[src/rtl/fetch_buffer_pkg.sv]
// Shared fetch/decode definitions: word widths, reset PC and the queued entry.
package fetch_buffer_pkg;

  localparam int INSTR_W = 32;
  localparam int PC_W    = 32;

  localparam logic [0:PC_W-1] RESET_PC = 32'h80020000;

  // One queued instruction: the PC it was fetched from and the word itself.
  typedef struct packed {
    logic [0:PC_W-1]    pc;
    logic [0:INSTR_W-1] instr;
  } fb_entry_t;

endpackage

[src/rtl/fetch_buffer_if.sv]
// Fetch-side and decode-side signals of the instruction buffer.
// master = fetch/decode environment, slave = the buffer itself.
interface fetch_buffer_if #(
  parameter int ADDR_W = 32
);
  import fetch_buffer_pkg::*;

  logic                 in_valid;
  logic [0:ADDR_W-1]    pc_in;
  logic [0:INSTR_W-1]   instr_in;
  logic                 flush;
  logic                 out_ready;
  logic                 out_valid;
  logic [0:ADDR_W-1]    pc_out;
  logic [0:INSTR_W-1]   instr_out;
  logic                 stall;
  logic                 overflow_err;

  modport master (
    output in_valid, pc_in, instr_in, flush, out_ready,
    input  out_valid, pc_out, instr_out, stall, overflow_err
  );

  modport slave (
    input  in_valid, pc_in, instr_in, flush, out_ready,
    output out_valid, pc_out, instr_out, stall, overflow_err
  );

endinterface

[src/rtl/fetch_buffer_fifo_ram.sv]
// Entry storage for the fetch buffer: one synchronous write port and one
// asynchronous read port so the head entry is visible without a read cycle.
module fifo_ram
  import fetch_buffer_pkg::*;
#(
  parameter int DEPTH = 4,
  parameter int PTR_W = 2
) (
  input  logic             clk,
  input  logic             we,
  input  logic [PTR_W-1:0] waddr,
  input  fb_entry_t        wdata,
  input  logic [PTR_W-1:0] raddr,
  output fb_entry_t        rdata
);

  fb_entry_t mem [DEPTH];

  // Write the pushed entry; contents need no reset since count gates reads.
  always_ff @(posedge clk) begin
    if (we) begin
      mem[waddr] <= wdata;
    end
  end

  assign rdata = mem[raddr];

endmodule

[src/rtl/fetch_buffer.sv]
// Instruction buffer between fetch and decode. Queues (PC, instr) pairs,
// shows the head entry to decode, and raises stall one entry early so the
// word already in flight from memory always finds a free slot.
module fetch_buffer
  import fetch_buffer_pkg::*;
#(
  parameter int DEPTH  = 4,
  parameter int ADDR_W = 32
) (
  input  logic          clk,
  input  logic          rst_n,
  fetch_buffer_if.slave bus
);

  localparam int PTR_W = $clog2(DEPTH);
  localparam int CNT_W = PTR_W + 1;
  localparam logic [CNT_W-1:0] FULL_CNT  = CNT_W'(DEPTH);
  localparam logic [CNT_W-1:0] STALL_CNT = CNT_W'(DEPTH - 1);

  logic [PTR_W-1:0] rd_ptr_reg;
  logic [PTR_W-1:0] wr_ptr_reg;
  logic [CNT_W-1:0] count_reg;
  logic             overflow_reg;

  logic      not_empty;
  logic      full;
  logic      pop;
  logic      push;
  logic      drop;
  fb_entry_t wr_entry;
  fb_entry_t rd_entry;

  assign not_empty = (count_reg != '0);
  assign full      = (count_reg == FULL_CNT);
  // A pop frees the head this cycle, so a push into a full queue still fits.
  assign pop       = not_empty && bus.out_ready && !bus.flush;
  assign push      = bus.in_valid && !bus.flush && (!full || pop);
  assign drop      = bus.in_valid && !bus.flush && full && !pop;

  assign wr_entry.pc    = PC_W'(bus.pc_in);
  assign wr_entry.instr = bus.instr_in;

  fifo_ram #(
    .DEPTH (DEPTH),
    .PTR_W (PTR_W)
  ) u_ram (
    .clk   (clk),
    .we    (push),
    .waddr (wr_ptr_reg),
    .wdata (wr_entry),
    .raddr (rd_ptr_reg),
    .rdata (rd_entry)
  );

  // Pointer and occupancy tracking; flush empties the queue in one cycle.
  always_ff @(posedge clk) begin
    if (!rst_n) begin
      rd_ptr_reg <= '0;
      wr_ptr_reg <= '0;
      count_reg  <= '0;
    end else if (bus.flush) begin
      rd_ptr_reg <= '0;
      wr_ptr_reg <= '0;
      count_reg  <= '0;
    end else begin
      if (push) begin
        wr_ptr_reg <= wr_ptr_reg + PTR_W'(1);
      end
      if (pop) begin
        rd_ptr_reg <= rd_ptr_reg + PTR_W'(1);
      end
      if (push && !pop) begin
        count_reg <= count_reg + CNT_W'(1);
      end else if (pop && !push) begin
        count_reg <= count_reg - CNT_W'(1);
      end
    end
  end

  // Sticky record of a dropped word; only reset clears it, flush does not.
  always_ff @(posedge clk) begin
    if (!rst_n) begin
      overflow_reg <= 1'b0;
    end else if (drop) begin
      overflow_reg <= 1'b1;
    end
  end

  assign bus.out_valid    = not_empty;
  assign bus.pc_out       = not_empty ? ADDR_W'(rd_entry.pc) : '0;
  assign bus.instr_out    = not_empty ? rd_entry.instr : '0;
  assign bus.stall        = (count_reg >= STALL_CNT);
  assign bus.overflow_err = overflow_reg;

endmodule

[src/flat_wrapper.sv]
// flat-port wrapper written by rule: the top's interface ports become plain ports
module fetch_buffer_flat import fetch_buffer_pkg::*;
#(
  parameter int DEPTH  = 4,
  parameter int ADDR_W = 32
)
  (clk, rst_n, bus_in_valid, bus_pc_in, bus_instr_in, bus_flush, bus_out_ready, bus_out_valid, bus_pc_out, bus_instr_out, bus_stall, bus_overflow_err);
  fetch_buffer_if #(.ADDR_W(ADDR_W)) bus_i ();
  input  logic clk;
  input  logic rst_n;
  input wire logic [$bits(bus_i.in_valid)-1:0] bus_in_valid;
  input wire logic [$bits(bus_i.pc_in)-1:0] bus_pc_in;
  input wire logic [$bits(bus_i.instr_in)-1:0] bus_instr_in;
  input wire logic [$bits(bus_i.flush)-1:0] bus_flush;
  input wire logic [$bits(bus_i.out_ready)-1:0] bus_out_ready;
  output wire logic [$bits(bus_i.out_valid)-1:0] bus_out_valid;
  output wire logic [$bits(bus_i.pc_out)-1:0] bus_pc_out;
  output wire logic [$bits(bus_i.instr_out)-1:0] bus_instr_out;
  output wire logic [$bits(bus_i.stall)-1:0] bus_stall;
  output wire logic [$bits(bus_i.overflow_err)-1:0] bus_overflow_err;
  assign bus_i.in_valid = bus_in_valid;
  assign bus_i.pc_in = bus_pc_in;
  assign bus_i.instr_in = bus_instr_in;
  assign bus_i.flush = bus_flush;
  assign bus_i.out_ready = bus_out_ready;
  assign bus_out_valid = bus_i.out_valid;
  assign bus_pc_out = bus_i.pc_out;
  assign bus_instr_out = bus_i.instr_out;
  assign bus_stall = bus_i.stall;
  assign bus_overflow_err = bus_i.overflow_err;
  fetch_buffer #(.DEPTH(DEPTH), .ADDR_W(ADDR_W)) u_core (.clk(clk), .rst_n(rst_n), .bus(bus_i));
endmodule
[config.mk]
export PLATFORM = sky130hd
export DESIGN_NAME = fetch_buffer_flat
export DESIGN_NICKNAME = d
export VERILOG_FILES = /design/src/rtl/fetch_buffer_pkg.sv /design/src/rtl/fetch_buffer_if.sv /design/src/rtl/fetch_buffer_fifo_ram.sv /design/src/rtl/fetch_buffer.sv /design/src/flat_wrapper.sv
export SDC_FILE = /design/constraint.sdc
export NUM_CORES = 1
export LEC_CHECK = 0
export ABC_AREA = 1
export CORE_MARGIN = 10
export CORE_UTILIZATION = 50
export CTS_CLUSTER_DIAMETER = 50
export DETAILED_ROUTE_END_ITERATION = 10
export GPL_TIMING_DRIVEN = 0
export HOLD_SLACK_MARGIN = 0.06
export PLACE_DENSITY = 0.74
export SLEW_MARGIN = 0
export SYNTH_ARGS = -nofsm -noshare
export SYNTH_HDL_FRONTEND = slang
export SYNTH_SLANG_ARGS = --single-unit
[constraint.sdc]
create_clock -name clk -period 13.6 [get_ports clk]
set_input_delay 2.72 -clock clk [delete_from_list [all_inputs] [get_ports clk]]
set_output_delay 2.72 -clock clk [all_outputs]
set_load 0.05 [all_outputs]
==> results.md, run 1 <==
- Worst VDD drop: 0.0000989 V
- F_max: 0.179 GHz
- GPL Wtd Cong: 0.767
- Routed via count: 6,848
- Fillers: 1,532
- H-tree levels: 1
- Endpoints failing setup: 0
- Top_reg_cell synth: edfxtp_1
- Die height: 165 um
- Largest net degree at the start of global routing: 31
- Gate power share: 10.1%
- Initial core utilization: 51.2%
- Cell Rows: 52
- Area growth from synthesis to layout: 27.0%
- Resized cells post-CTS: 0
- Crit Path Class: reg -> out
- Critical Path Source Type: flip-flop
- Area leader, netlist: edfxtp_1
- Status: finished, final reports clean
- Setup TNS Final: 0 ns
- Clock slew at reported path FFs: 0.06 ns
- Most frequent cells after synthesis: nor2_1 (270), edfxtp_1 (256), o21ai_0 (122), a21oi_1 (70), inv_1 (20)
- CP endpoint kind: output pin
- Number of port buffers: 135
- Switching part of the total: 22.7%
- Die ar.: 27,100 um^2
- Slew headroom: 43.2%
- R2r startpoint: u_core.count_reg[0]
- Final WL: 24.4 mm
- Via density: 5.28
- Synth Instances: 832
- First-pass GRT wire length: 36.6 mm
- Post-Synth Simple-Gate Area: 10.4%
- Clock power share: 40.8%
- Tmin final: 5.60 ns
- Largest family of logic cells by synthesized area: simple AND/OR/NAND/NOR gates
- Worst-Skew Late Latency: 0.53 ns
- Cts bufs inserted: 28
- Number of synthesized flops with an enable pin: 256
- DP Wirelength: 15.4 mm
- Remaining antenna violation count: 0
- Post-synth cell types: 19
- Share of cells above drive strength 1: 8.37%
- Largest register FFs: 256
- Multi-input gate area: 2220 um^2
- Ports: 136
- Post-CTS setup buffer count: 0
- Vias in the first global route: 6,879
- Yosys top cell area share: 73.5%
- Mux contribution to synthesized area: 0%
- Clock sink count: 266
- Clock root cell: clkbuf_16
- Sequential element share of the synthesized area: 75.4%
- Post-Syn Nets: 907
- # diodes: 0
- Synthesized cell area: 10,500 um^2
- Pre-antenna DRT Iters: 7
- TritonCTS clock tree: done
- Design internal power: 1.44 mW
- Synthesis warning total: 0
- GR Overflow Total: 0
- Max FO, Critical Path: 10
- Detailed Route Iter0 Violations: 560
- Min-delay src: u_core.bus.overflow_err
- Compound-cell area share of the yosys netlist: 9.74%
- LEAKAGE: 4.54 nW
- Worst Max-Slew Pin Slew: 0.849 ns
- Sequential share of power: 49.1%
- Initial antenna violation count: 2
- Die span in x: 165 um
- Fin. Hold Viols: 0
- DR WL/cell: 18.8 um
- Longest Clk Path Bufs: 3
- Worst Hold Slack: 0.462 ns
- Max-Cap Viols: 0
- Critical path arrival: 2.88 ns
- CP Data Required Time: 10.88 ns
- Most frequent cell after synthesis: nor2_1
- RSZ-0062 raised after global routing: no
- GRT Resource Usage Total: 17.4%
- Clock skew: 0.0148 ns
- Adder-Cell Fraction of Synth Area: 0.789%
- Core box area: 20,400 um^2
- Layout Nets: 1,080
- Leading post-synthesis cells by cell area: edfxtp_1 (73%), nor2_1 (9.7%), o21ai_0 (5.8%)
- Worst min path class: reg -> reg
- Max-slew violations: 0
- Switching Power: 0.425 mW
- DRC Markers: 0
- Synth Area in XOR/XNOR: 0%
- PwrDens: 141 nW/um^2
- Synth Register Bits: 266
- Syn_area_per_cell: 12.6 um^2
- Storage cell area: 7890 um^2
- Ys async rst share: 0%
- Final Cycle Share: 41.2%
- # hold bufs at CTS: 0
[cell families after synthesis]
kind of cell | after synthesis
simple gates | 287
flops | 266
compound gates | 203
buf+inv | 70
fa+ha+maj | 6
[area by class of cell]
cell class,count,area share (%)
Clock inverter,18,1.49
Timing Repair Buffer,143,11.4
Inverter,23,0.650
Sequential cell,266,59.4
Multi-Input combinational cell,496,16.7
Tap cell,270,2.54
Buffer,47,2.25
Clock buffer,34,5.60
[placed cells by master, fill, tap and decap left out, drive strengths merged]
master / count
clkdlybuf4s50: 135
o21ai: 132
a21oi: 70
clkinvlp: 2
clkinv: 10
buf: 44
bufinv: 4
dfxtp: 10
nor3: 1
edfxtp: 256
nand2: 10
ha: 5
clkbuf: 45
inv: 25
nor2: 270
o211ai: 1
fa: 1
nand3: 6
[routing by layer]
metal	wire length (um)	part of all wire, %	track usage (%)
met1	9900	41	21.2
met2	12000	49	29.9
met3	1820	7.5	4.13
met4	595	2.4	5.60
met5	31	0.13	0
[final timing paths]
| check | to | slack, ns | depth (start not counted) |
|---|---|---|---|
| max reg2reg | u_core.u_ram.mem[3][17] | 11.19 | 6 |
| min | u_core.bus.overflow_err | 0.46 | 2 |
| min reg2reg | u_core.bus.overflow_err | 0.46 | 2 |
| max | bus_instr_out[1] | 8.00 | 6 |
[critical path, cell delays in order, from the launching register on]
cell	delay, ns
dfxtp_1	0.35
inv_2	0.06
buf_4	0.19
clkbuf_1	0.44
o21ai_0	0.20
a21oi_1	0.25
clkdlybuf4s50_1	0.85
[power groups by stage]
stage / clock [mW] / sequential (mW) / combinational, mW
final: 0.762 / 0.917 / 0.188
after CTS: 0.771 / 0.917 / 0.190
after detailed placement: 0 / 0.934 / 0.189
after global routing: 0.810 / 0.918 / 0.200
after global placement: 0 / 0.936 / 0.183
after floorplan: 0 / 0.936 / 0.105
[metrics by stage]
stage	utilization [%]	power (mW)	instance area [um^2]	setup slack (ns)	instances
after detailed placement	60.4	1.12	12300	8.19	1245
after floorplan	-	1.04	10500	7.22	832
after CTS	65.0	1.88	13300	7.95	1297
final	65.0	1.87	13300	8.00	1297
after global placement	59.5	1.12	12100	4.47	1237
after global routing	65.0	1.93	13300	7.86	1297
Note: power is estimated with default switching activity, not from simulation.
==> run 2, diff against run 1 <==
- clock period: 13.6 -> 5.3 ns (I/O delays scaled with it)
==> results of run 2 <==
The final DEF is identical to that of run 1. Status: finished, final reports clean.
Main changes from that run: setup slack after placement 8.19 ns -> 1.55 ns; setup slack after layout 8.00 ns -> 1.36 ns; register-to-register setup slack 11.19 ns -> 2.89 ns; total power 1.87 mW -> 4.79 mW; worst IR drop on VDD 0.0000989 V -> 0.000254 V
==> run 3, diff against run 2 <==
- PLACE_DENSITY: 0.74 -> 0.77
- clock period: 5.3 -> 3.19 ns (I/O delays scaled with it)
==> results.md, run 3 (same netlist as run 1, synthesis figures left out) <==
- Status: finished, final reports clean
- Slew headroom: 60.9% (+18 points)
- Ports: 136 (unchanged)
- Critical Path Source Type: flip-flop
- Worst Hold Slack: 0.471 ns (+0.00876 ns)
- Design Area, Final: 13,100 um^2 (-1.8%)
- Largest net degree at the start of global routing: 31 (unchanged)
- Pwr Total: 7.64 mW
- Longest Clk Path Bufs: 3 (unchanged)
- Crit Path Class: reg -> out
- Clock slew at reported path FFs: 0.06 ns (about the same)
- Die span in x: 165 um (unchanged)
- GR Overflow Total: 0 (unchanged)
- Clock sink count: 266 (unchanged)
- LEAKAGE: 4.68 nW (+3.1%)
- H-tree levels: 1 (unchanged)
- Initial antenna violation count: 2 (unchanged)
- Setup WS post-layout: 0.0883 ns
- GRT Resource Usage Total: 17.0% (-0.35 points)
- Pre-antenna DRT Iters: 5 (-2)
- PwrDens: 585 nW/um^2
- Detailed Route Iter0 Violations: 522 (-6.8%)
- Clock root cell: clkbuf_16
- Max FO, Critical Path: 10 (unchanged)
- Placed Area: 12,300 um^2 (about the same)
- Vias in the first global route: 6,650 (-3.3%)
- Largest register FFs: 256 (unchanged)
- F_max: 0.322 GHz
- CP Data Required Time: 2.55 ns
- DR WL/cell: 18.5 um (-1.7%)
- Worst min path class: reg -> reg
- Most common cell after layout, fill and taps aside: nor2_1
- Max-slew violations: 0 (unchanged)
- Tmin final: 3.10 ns
- Met1 usage: 21.2% (-0.053 points)
- Fin. Hold Viols: 0 (unchanged)
- DP Wirelength: 15.6 mm (+1.6%)
- Met3 Use GR: 4.11% (-0.025 points)
- Remaining antenna violation count: 0 (unchanged)
- Share of cells above drive strength 1: 11.3% (+2.9 points)
- Cell Rows: 52 (unchanged)
- Most frequent cells in the layout: nor2_1 (266), edfxtp_1 (256), o21ai_0 (122)
- Final Non-Filler Cells: 1,299 (+0.15%)
- Worst-Skew Late Latency: 0.53 ns (about the same)
- Critical path arrival: 2.46 ns (-0.42 ns)
- DRC Markers: 0 (unchanged)
- Via density: 5.23 (-0.90%)
- GPL Wtd Cong: 0.753 (-1.9%)
- Max-Cap Viols: 0 (unchanged)
- Initial core utilization: 51.2% (unchanged)
- Worst Max-Slew Pin Slew: 0.585 ns (-0.265 ns)
- Fillers: 1,549 (+1.1%)
- GRT busiest layer: met2
- Routed via count: 6,797 (-0.74%)
- TritonCTS clock tree: done
- CP endpoint kind: output pin
- Clock skew: 0.0286 ns (+0.0138 ns)
- Setup Slack @ Placement: -0.121 ns
- Placed Cells: 1,245 (unchanged)
- Final Cycle Share: 97.2%
- Die ar.: 27,100 um^2 (unchanged)
- GR Util met2: 29.4% (-0.50 points)
- Endpoints failing setup: 0 (unchanged)
- Final WL: 24.0 mm (-1.6%)
- Layout Nets: 1,080 (unchanged)
- Cts bufs inserted: 28 (unchanged)
- Area growth from synthesis to layout: 24.8%
- Setup TNS Final: 0 ns (unchanged)
- Post-layout util: 63.9% (-1.2 points)
- First-pass GRT wire length: 35.9 mm (-1.7%)
- Core box area: 20,400 um^2 (unchanged)
- Worst VDD drop: 0.000465 V
- Number of port buffers: 135 (unchanged)
- Die height: 165 um (unchanged)
[run 3: final timing paths]
check,startpoint,to,slack (ns),cells past startpoint
setup / recovery,flip-flop,bus_instr_out[26],0.09,6
hold reg to reg,u_core.bus.overflow_err,u_core.bus.overflow_err,0.47,2
hold / removal,u_core.bus.overflow_err,u_core.bus.overflow_err,0.47,2
setup reg to reg,u_core.count_reg[0],u_core.u_ram.mem[1][28],0.78,6
[run 3: routing by layer]
metal,vias up,wire length [um]
met5,-,0
met4,0,319
met3,26,2160
met2,250,11900
met1,3224,9580
li1,3297,-
[run 3: layout make-up]
class | instances | area [um^2] | share of cell area, %
Antenna cell | 2 | 5.00 | 0.0383
Buffer | 47 | 305 | 2.34
Clock buffer | 36 | 752 | 5.76
Clock inverter | 16 | 115 | 0.882
Inverter | 23 | 86.3 | 0.661
Multi-Input combinational cell | 496 | 2220 | 17.0
Sequential cell | 266 | 7890 | 60.4
Tap cell | 270 | 338 | 2.59
Timing Repair Buffer | 143 | 1350 | 10.3
[run 3: worst max-delay path, stage by stage (launching register included)]
cell and delay [ns]:
dfxtp_1 0.34, inv_2 0.06, buf_4 0.19, clkbuf_1 0.38
o21ai_0 0.17, a21oi_1 0.23, dlygate4sd2_1 0.56
[run 3: timing repair]
item / in CTS / in global routing
buffers inserted: 0 / 0
hold buffers: 0 / 0
gates cloned: 0 / 0
endpoints found under the setup margin: 64 / 50
resized for setup: 67 / 62
[run 3: report_power, final]
group	internal, mW	switching (mW)
sequential	3.89	0.0160
combinational	0.221	0.527
clock	1.69	1.30
